`config.mk`:
```
export PLATFORM = sky130hd
export DESIGN_NAME = conversion_decoder
export DESIGN_NICKNAME = d
export VERILOG_FILES = /design/src/rtl/conversion_pkg.sv /design/src/rtl/conversion_bit_decoder.sv /design/src/rtl/conversion_decoder.sv
export SDC_FILE = /design/constraint.sdc
export NUM_CORES = 1
export LEC_CHECK = 0
export ABC_AREA = 1
export BUFFER_PORTS_ARGS = -buffer_cell sky130_fd_sc_hd__buf_2
export CAP_MARGIN = 20
export CORE_MARGIN = 2
export CORE_UTILIZATION = 45
export DETAILED_ROUTE_END_ITERATION = 8
export GPL_TIMING_DRIVEN = 0
export PLACE_DENSITY_LB_ADDON = 0.15
export SLEW_MARGIN = 10
export SYNTH_ARGS = -nofsm -noshare
export SYNTH_HDL_FRONTEND = slang
export SYNTH_SLANG_ARGS = --single-unit
```
`constraint.sdc`:
```
create_clock -name clk -period 3.8 [get_ports clk]
set_clock_uncertainty 0.15 [all_clocks]
set_input_delay 0.76 -clock clk [delete_from_list [all_inputs] [get_ports clk]]
set_output_delay 0.76 -clock clk [all_outputs]
set_load 0.02 [all_outputs]
```
`src/rtl/conversion_pkg.sv`:
```
// Shared types and defaults for the conversion decoder.
package conversion_pkg;

  typedef enum logic {
    S0 = 1'b0,
    S1 = 1'b1
  } state_t;

  localparam int unsigned WORD_W_DEFAULT = 8;

endpackage

```
`src/rtl/conversion_bit_decoder.sv`:
```
// Two-state differential bit decoder: x follows z in S1, inverts it in S0;
// a decoded 0 toggles the state. x_c is the same-cycle decode for word assembly.
module conversion_bit_decoder
  import conversion_pkg::*;
(
  input  logic clk,
  input  logic rst,
  input  logic z_in,
  input  logic z_valid,
  input  logic sync,
  output logic x,
  output logic x_strobe,
  output logic x_c
);

  state_t state_q, state_d, state_base;
  logic   x_q, x_d;
  logic   x_strobe_q, x_strobe_d;

  // Sync restarts the frame in S1, and a bit arriving with it decodes from S1.
  always_comb begin
    state_base = sync ? S1 : state_q;
    x_c        = (state_base == S1) ? z_in : ~z_in;
    state_d    = state_base;
    x_d        = x_q;
    x_strobe_d = 1'b0;
    if (z_valid) begin
      x_d        = x_c;
      x_strobe_d = 1'b1;
      if (!x_c) begin
        state_d = (state_base == S1) ? S0 : S1;
      end
    end
  end

  always_ff @(posedge clk) begin
    if (rst) begin
      state_q    <= S1;
      x_q        <= 1'b0;
      x_strobe_q <= 1'b0;
    end else begin
      state_q    <= state_d;
      x_q        <= x_d;
      x_strobe_q <= x_strobe_d;
    end
  end

  assign x        = x_q;
  assign x_strobe = x_strobe_q;

endmodule

```
`src/rtl/conversion_decoder.sv`:
```
// Serial conversion decoder: decodes z, assembles LSB-first words, holds them for a
// valid/ready consumer. CONV_DEC_PARITY_EN adds a trailing even-parity bit and word_perr.
module conversion_decoder
  import conversion_pkg::*;
#(
  parameter int unsigned WORD_W = WORD_W_DEFAULT
) (
  input  logic              clk,
  input  logic              rst,
  input  logic              z_in,
  input  logic              z_valid,
  input  logic              sync,
  output logic              x_out,
  output logic              x_valid,
  output logic [WORD_W-1:0] word_data,
  output logic              word_valid,
  input  logic              word_ready,
  output logic              overrun
`ifdef CONV_DEC_PARITY_EN
  ,
  output logic              word_perr
`endif
);

`ifdef CONV_DEC_PARITY_EN
  localparam int unsigned FRAME_W = WORD_W + 1;
`else
  localparam int unsigned FRAME_W = WORD_W;
`endif
  localparam int unsigned CNT_W = $clog2(FRAME_W);
  localparam logic [CNT_W-1:0] CNT_LAST = CNT_W'(FRAME_W - 1);

  logic               x_c;
  logic [CNT_W-1:0]   cnt_q, cnt_d, cnt_base;
  logic [FRAME_W-1:0] sr_q, sr_d, sr_base, sr_next;
  logic [WORD_W-1:0]  word_q, word_d;
  logic               word_valid_q, word_valid_d;
  logic               overrun_q, overrun_d;
  logic               perr_q, perr_d;
  logic               frame_done;

  conversion_bit_decoder u_dec (
    .clk      (clk),
    .rst      (rst),
    .z_in     (z_in),
    .z_valid  (z_valid),
    .sync     (sync),
    .x        (x_out),
    .x_strobe (x_valid),
    .x_c      (x_c)
  );

  // Shifting in from the top leaves the first received bit at the LSB once a frame fills.
  always_comb begin
    cnt_base     = sync ? '0 : cnt_q;
    sr_base      = sync ? '0 : sr_q;
    sr_next      = {x_c, sr_base[FRAME_W-1:1]};
    cnt_d        = cnt_base;
    sr_d         = sr_base;
    frame_done   = 1'b0;
    word_d       = word_q;
    word_valid_d = word_valid_q && !word_ready;
    overrun_d    = overrun_q;
    perr_d       = perr_q;
    if (z_valid) begin
      frame_done = (cnt_base == CNT_LAST);
      cnt_d      = frame_done ? '0 : cnt_base + CNT_W'(1);
      sr_d       = frame_done ? '0 : sr_next;
    end
    // A finished frame loads only if the holding register is free or being emptied now.
    if (frame_done) begin
      if (!word_valid_q || word_ready) begin
        word_valid_d = 1'b1;
        word_d       = sr_next[WORD_W-1:0];
        perr_d       = ^sr_next;
      end else begin
        overrun_d = 1'b1;
      end
    end
  end

  always_ff @(posedge clk) begin
    if (rst) begin
      cnt_q        <= '0;
      sr_q         <= '0;
      word_q       <= '0;
      word_valid_q <= 1'b0;
      overrun_q    <= 1'b0;
      perr_q       <= 1'b0;
    end else begin
      cnt_q        <= cnt_d;
      sr_q         <= sr_d;
      word_q       <= word_d;
      word_valid_q <= word_valid_d;
      overrun_q    <= overrun_d;
      perr_q       <= perr_d;
    end
  end

  assign word_data  = word_q;
  assign word_valid = word_valid_q;
  assign overrun    = overrun_q;
`ifdef CONV_DEC_PARITY_EN
  assign word_perr  = perr_q;
`else
  logic unused_perr;
  assign unused_perr = perr_q;
`endif

endmodule

```
### After elaboration in Yosys (flattened, before gate mapping)

Cells that the tools add are included.

* eq/ne operators: 1
* reductions and logical operators: 6
* shift operators: 0
* div/mod/pow operators: 0
* multiplexer cells: 15
* order comparisons: 0
* add/sub/neg operators: 1
* $mul: 0
* bitwise gates (word level): 2

Operators with widths (number)
* $mux 8: 3
* $mux 1: 9
* $mux 3: 3
* $reduce_and 2->1: 2
* $add 3x1->3 const B: 1
* $eq 3x3->1 const B: 1
* $logic_not 1->1: 2
* $not 1->1: 2
* $logic_and 1x1->1: 1
* $logic_or 1x1->1: 1

* output and inout port bits: 12
* latch bits: 0
* bits in registers: 23
* memory bits (read-only): 0
* memories: 0
* memory bits (writable): 0

### Depth between registers and ports, before layout

* depth after elaboration: 4
* mapped depth: 12
* depth with buffers taken out: 11

### Modules after synthesis

Synthesis repeated with hierarchy kept, for this count alone.

* cells, all modules: 142
* area, all modules: 1023.5 um^2

By module, submodules not included
* conversion_decoder: cells each 124, instances 1, area an instance 892.1 um^2
* conversion_bit_decoder: cells each 18, instances 1, area an instance 131.4 um^2

### Worst setup path before layout

OpenSTA, ideal clock, no wires.

* path type: input to register
* start point: input sync
* end point: register word_q[0] (netlist: word_data[0])
* required time: 3538 ps
* setup slack: 1684 ps
* buffers on the path: 1
* setup time: 112 ps
* data arrival time: 1854 ps
* stages: 12
* cell sequence: inv_1 buf_6 nand2_1 inv_1 ha_1 ha_1 nand2_2 clkinv_2 nand2_4 inv_4 nor2_1 nor2_1

* longest elaborated chain between the ends: 4
* elaborated cells on any way between the ends: 5
* classes of those cells: eq/ne (1); mux (3); reduce/logical (1)

Ends and longest elaborated chain
* start, declared: line conversion_decoder.sv:12 `input logic sync,`
* $mux 3: line conversion_decoder.sv:55 `cnt_base = sync ? '0 : cnt_q;`
* $eq 3x3->1: line conversion_decoder.sv:66 `frame_done = (cnt_base == CNT_LAST);`
* $mux 1: line conversion_decoder.sv:65 `if (z_valid) begin`
* $reduce_and 2->1 (no source line)
* end signal, assigned: line conversion_decoder.sv:93 `word_q <= word_d;`
* end, declared: line conversion_decoder.sv:36 `logic [WORD_W-1:0] word_q, word_d;`

Several ways; a longest one is shown, not always the timed one. The select of a mux whose other input is x is not followed.
A chain may end at the register's enable or synchronous reset.

### Worst setup path after layout

* start point: input sync
* end point: register word_q[5] (netlist: word_data[5])

The elaborated chain is that of the path after synthesis.

==> flow_summary.json <==
{
  "wl_um": 1590,
  "ctsHoldBuffers": 0,
  "clock-sinks": 23,
  "antenna_found_initial": 0,
  "internal-power_uw": 294,
  "synth-async-reset-ratio": 0,
  "cts_tree": "built",
  "antenna_cells": 0,
  "rsz0062_at_grt": "no",
  "switching_share": 0.226,
  "initial_core_util": 0.470,
  "cts-root-buf": "clkbuf_4",
  "syn_avg_cell_area_um2": 7.42,
  "yosysWarnings": 0,
  "syn_nets": 131,
  "drcViolationCount": 0,
  "wire_per_inst_um": 9.30,
  "die_height_um": 49.0,
  "yosys.area.top_type": "dfxtp_1",
  "fin_ws_ps": 1710,
  "vias": 770,
  "first_global_vias": 703,
  "drt_iter0_drc": 3,
  "maxCapViolCount": 0,
  "fin_crit_sh": 0.549,
  "ir_worst_vdd_uv": 280,
  "cp_max_fo": 10,
  "hp-class": "reg -> reg",
  "p_leak_nw": 0.534,
  "synth_edf_count": 0,
  "areaGrowthSynthToFinish_pct": 15.9,
  "synthTopCellsByCount": "nand2_1 (32), dfxtp_1 (23), nor2_1 (23), inv_1 (13), nand3_1 (7)",
  "maxSlewHeadroom": 0.804,
  "fp-row-count": 16,
  "cts_buffers": 3,
  "crit_path_end_kind": "flop",
  "synth.ff_latch_count": 23,
  "dp.cells": 167,
  "hold_viol_final": 0,
  "globalplace.congestion": 0.759,
  "ys_types": 16,
  "syn_area_um2": 912,
  "post-route-min-period_ps": 2090,
  "core_um2": 1940,
  "start_kind": "primary input",
  "setup_viol": 0,
  "power_frac_comb": 0.065,
  "grt_pass1_wl_um": 2950,
  "final_layout_size_suffix_gt1_frac": 0.201,
  "ios": 18,
  "io_buffers": 17,
  "p_clk_frac": 0.288,
  "seq_power_share": 0.647,
  "status": "finished, final reports clean",
  "timing.fmax_mhz": 479,
  "final.setup.tns_ps": 0,
  "dominantRegCellSynth": "dfxtp_1",
  "post-synth-top-count-cell": "nand2_1",
  "first_pass_iters": 4,
  "die_x_um": 49.0,
  "gr-total-overflow": 0,
  "insertion_delay_ps": 310,
  "final_cells": 171,
  "p_sw_uw": 86.0,
  "timing.hold.ws_ps": 307,
  "synth_cells": 123,
  "grt_max_degree": 13,
  "path_clk_slew_ps": 110,
  "post_cts_buffers": 0,
  "htreeDepth": 1,
  "dp_hpwl_um": 1170,
  "drv_slew": 0,
  "p_per_area_nw_per_um2": 359,
  "n_fill_cell": 200,
  "grtUsageTotal": 0.160,
  "die_area_um2": 2400,
  "power_uw": 380,
  "max_slew.worst_pin.slew_ps": 293,
  "path_class": "in -> reg",
  "cts_resized": 0,
  "via_per_inst": 4.50,
  "synth_area_leaders": "dfxtp_1 (50%), nand2_1 (13%), nor2_1 (9.5%)",
  "num-nets-final": 153,
  "arrival_ps": 2150,
  "clock_path_buffers": 2,
  "required_ps": 3860,
  "yosysSeqAreaShare": 0.505,
  "detail-route-antenna-nets": 0,
  "synth_top_area_frac": 0.505,
  "place_ws_ps": 1380
}
[registers in the layout, summed over array words and instances (netlist names)]
| register | cells |
|---|---|
| cnt_q | 3 |
| sr_q | 7 |
| word_data | 8 |
| overrun | 1 |
| u_dec.x | 1 |
| u_dec.state_q | 1 |
| word_valid | 1 |
| u_dec.x_strobe | 1 |
[layout make-up]
type                            instances  area (um2)  share of cell area
Buffer                                  1        11.3              0.0107
Clock buffer                            4        26.3              0.0249
Inverter                               17        67.6              0.0639
Multi-Input combinational cell         82         373               0.353
Sequential cell                        23         460               0.436
Tap cell                               27        33.8              0.0320
Timing Repair Buffer                   17        85.1              0.0805
[stage by stage]
| step | cell area, um2 | utilization |
|---|---|---|
| 6_report | 1060 | 0.544 |
| 5_1_grt | 1060 | 0.544 |
| 4_1_cts | 1060 | 0.544 |
| 3_5_place_dp | 1030 | 0.531 |
| 3_3_place_gp | 1030 | 0.531 |
| 2_1_floorplan | 912 | - |
[per-layer routing]
metal	part of all wire	GRT usage	vias up
met5	0	0	-
met4	0.035	0.114	0
met3	0.026	0.0276	4
met2	0.42	0.247	10
met1	0.52	0.203	334
li1	-	-	422
[critical path, stage by stage]
cell and delay (ps):
buf_2 110, inv_1 60, buf_6 130, nand2_1 90, inv_1 50, ha_1 180, ha_1 230, nand2_2 110
clkinv_2 130, nand2_4 120, inv_4 50, nor2_1 80, nor2_1 40
[logic make-up after synthesis]
logic type               count (synthesis)  synth area share
flip-flops                              23             0.505
AND/OR/NAND/NOR                         67             0.305
buffers and inverters                   18            0.0864
AO/OA/AOI/OAI                           13            0.0768
adder cells (fa/ha/maj)                  2            0.0274
[cells in the final DEF (no fill, tap or decap)]
master / count
a21oi_1: 3
nand4_1: 1
nand2_4: 1
nor2_1: 23
clkbuf_1: 1
buf_2: 17
nand3_1: 7
inv_1: 13
clkbuf_4: 3
nand2_1: 32
inv_4: 1
inv_2: 2
clkinv_2: 1
o21ai_0: 6
o22ai_1: 4
ha_1: 2
buf_6: 1
nand2_2: 3
dfxtp_1: 23
[power groups by stage]
stage | Combinational [mW] | Clock (mW) | Sequential [mW]
final | 0.0246 | 0.109 | 0.246
after global routing | 0.0285 | 0.129 | 0.246
after CTS | 0.0250 | 0.115 | 0.246
after detailed placement | 0.0248 | 0 | 0.251
after global placement | 0.0247 | 0 | 0.251
after floorplan | 0.0143 | 0 | 0.253
[path summary, 6_finish.rpt]
| path | slack [ps] | depth (start not counted) | startpoint | endpoint |
|---|---|---|---|---|
| worst min register to register | 310 | 2 | u_dec.x | u_dec.x |
| worst max register to register | 2160 | 10 | cnt_q[0] | word_data[5] |
| worst max-delay path | 1710 | 13 | sync | word_data[5] |
| worst min-delay path | 310 | 2 | u_dec.x | u_dec.x |
Power figures use the tool's default switching activity.
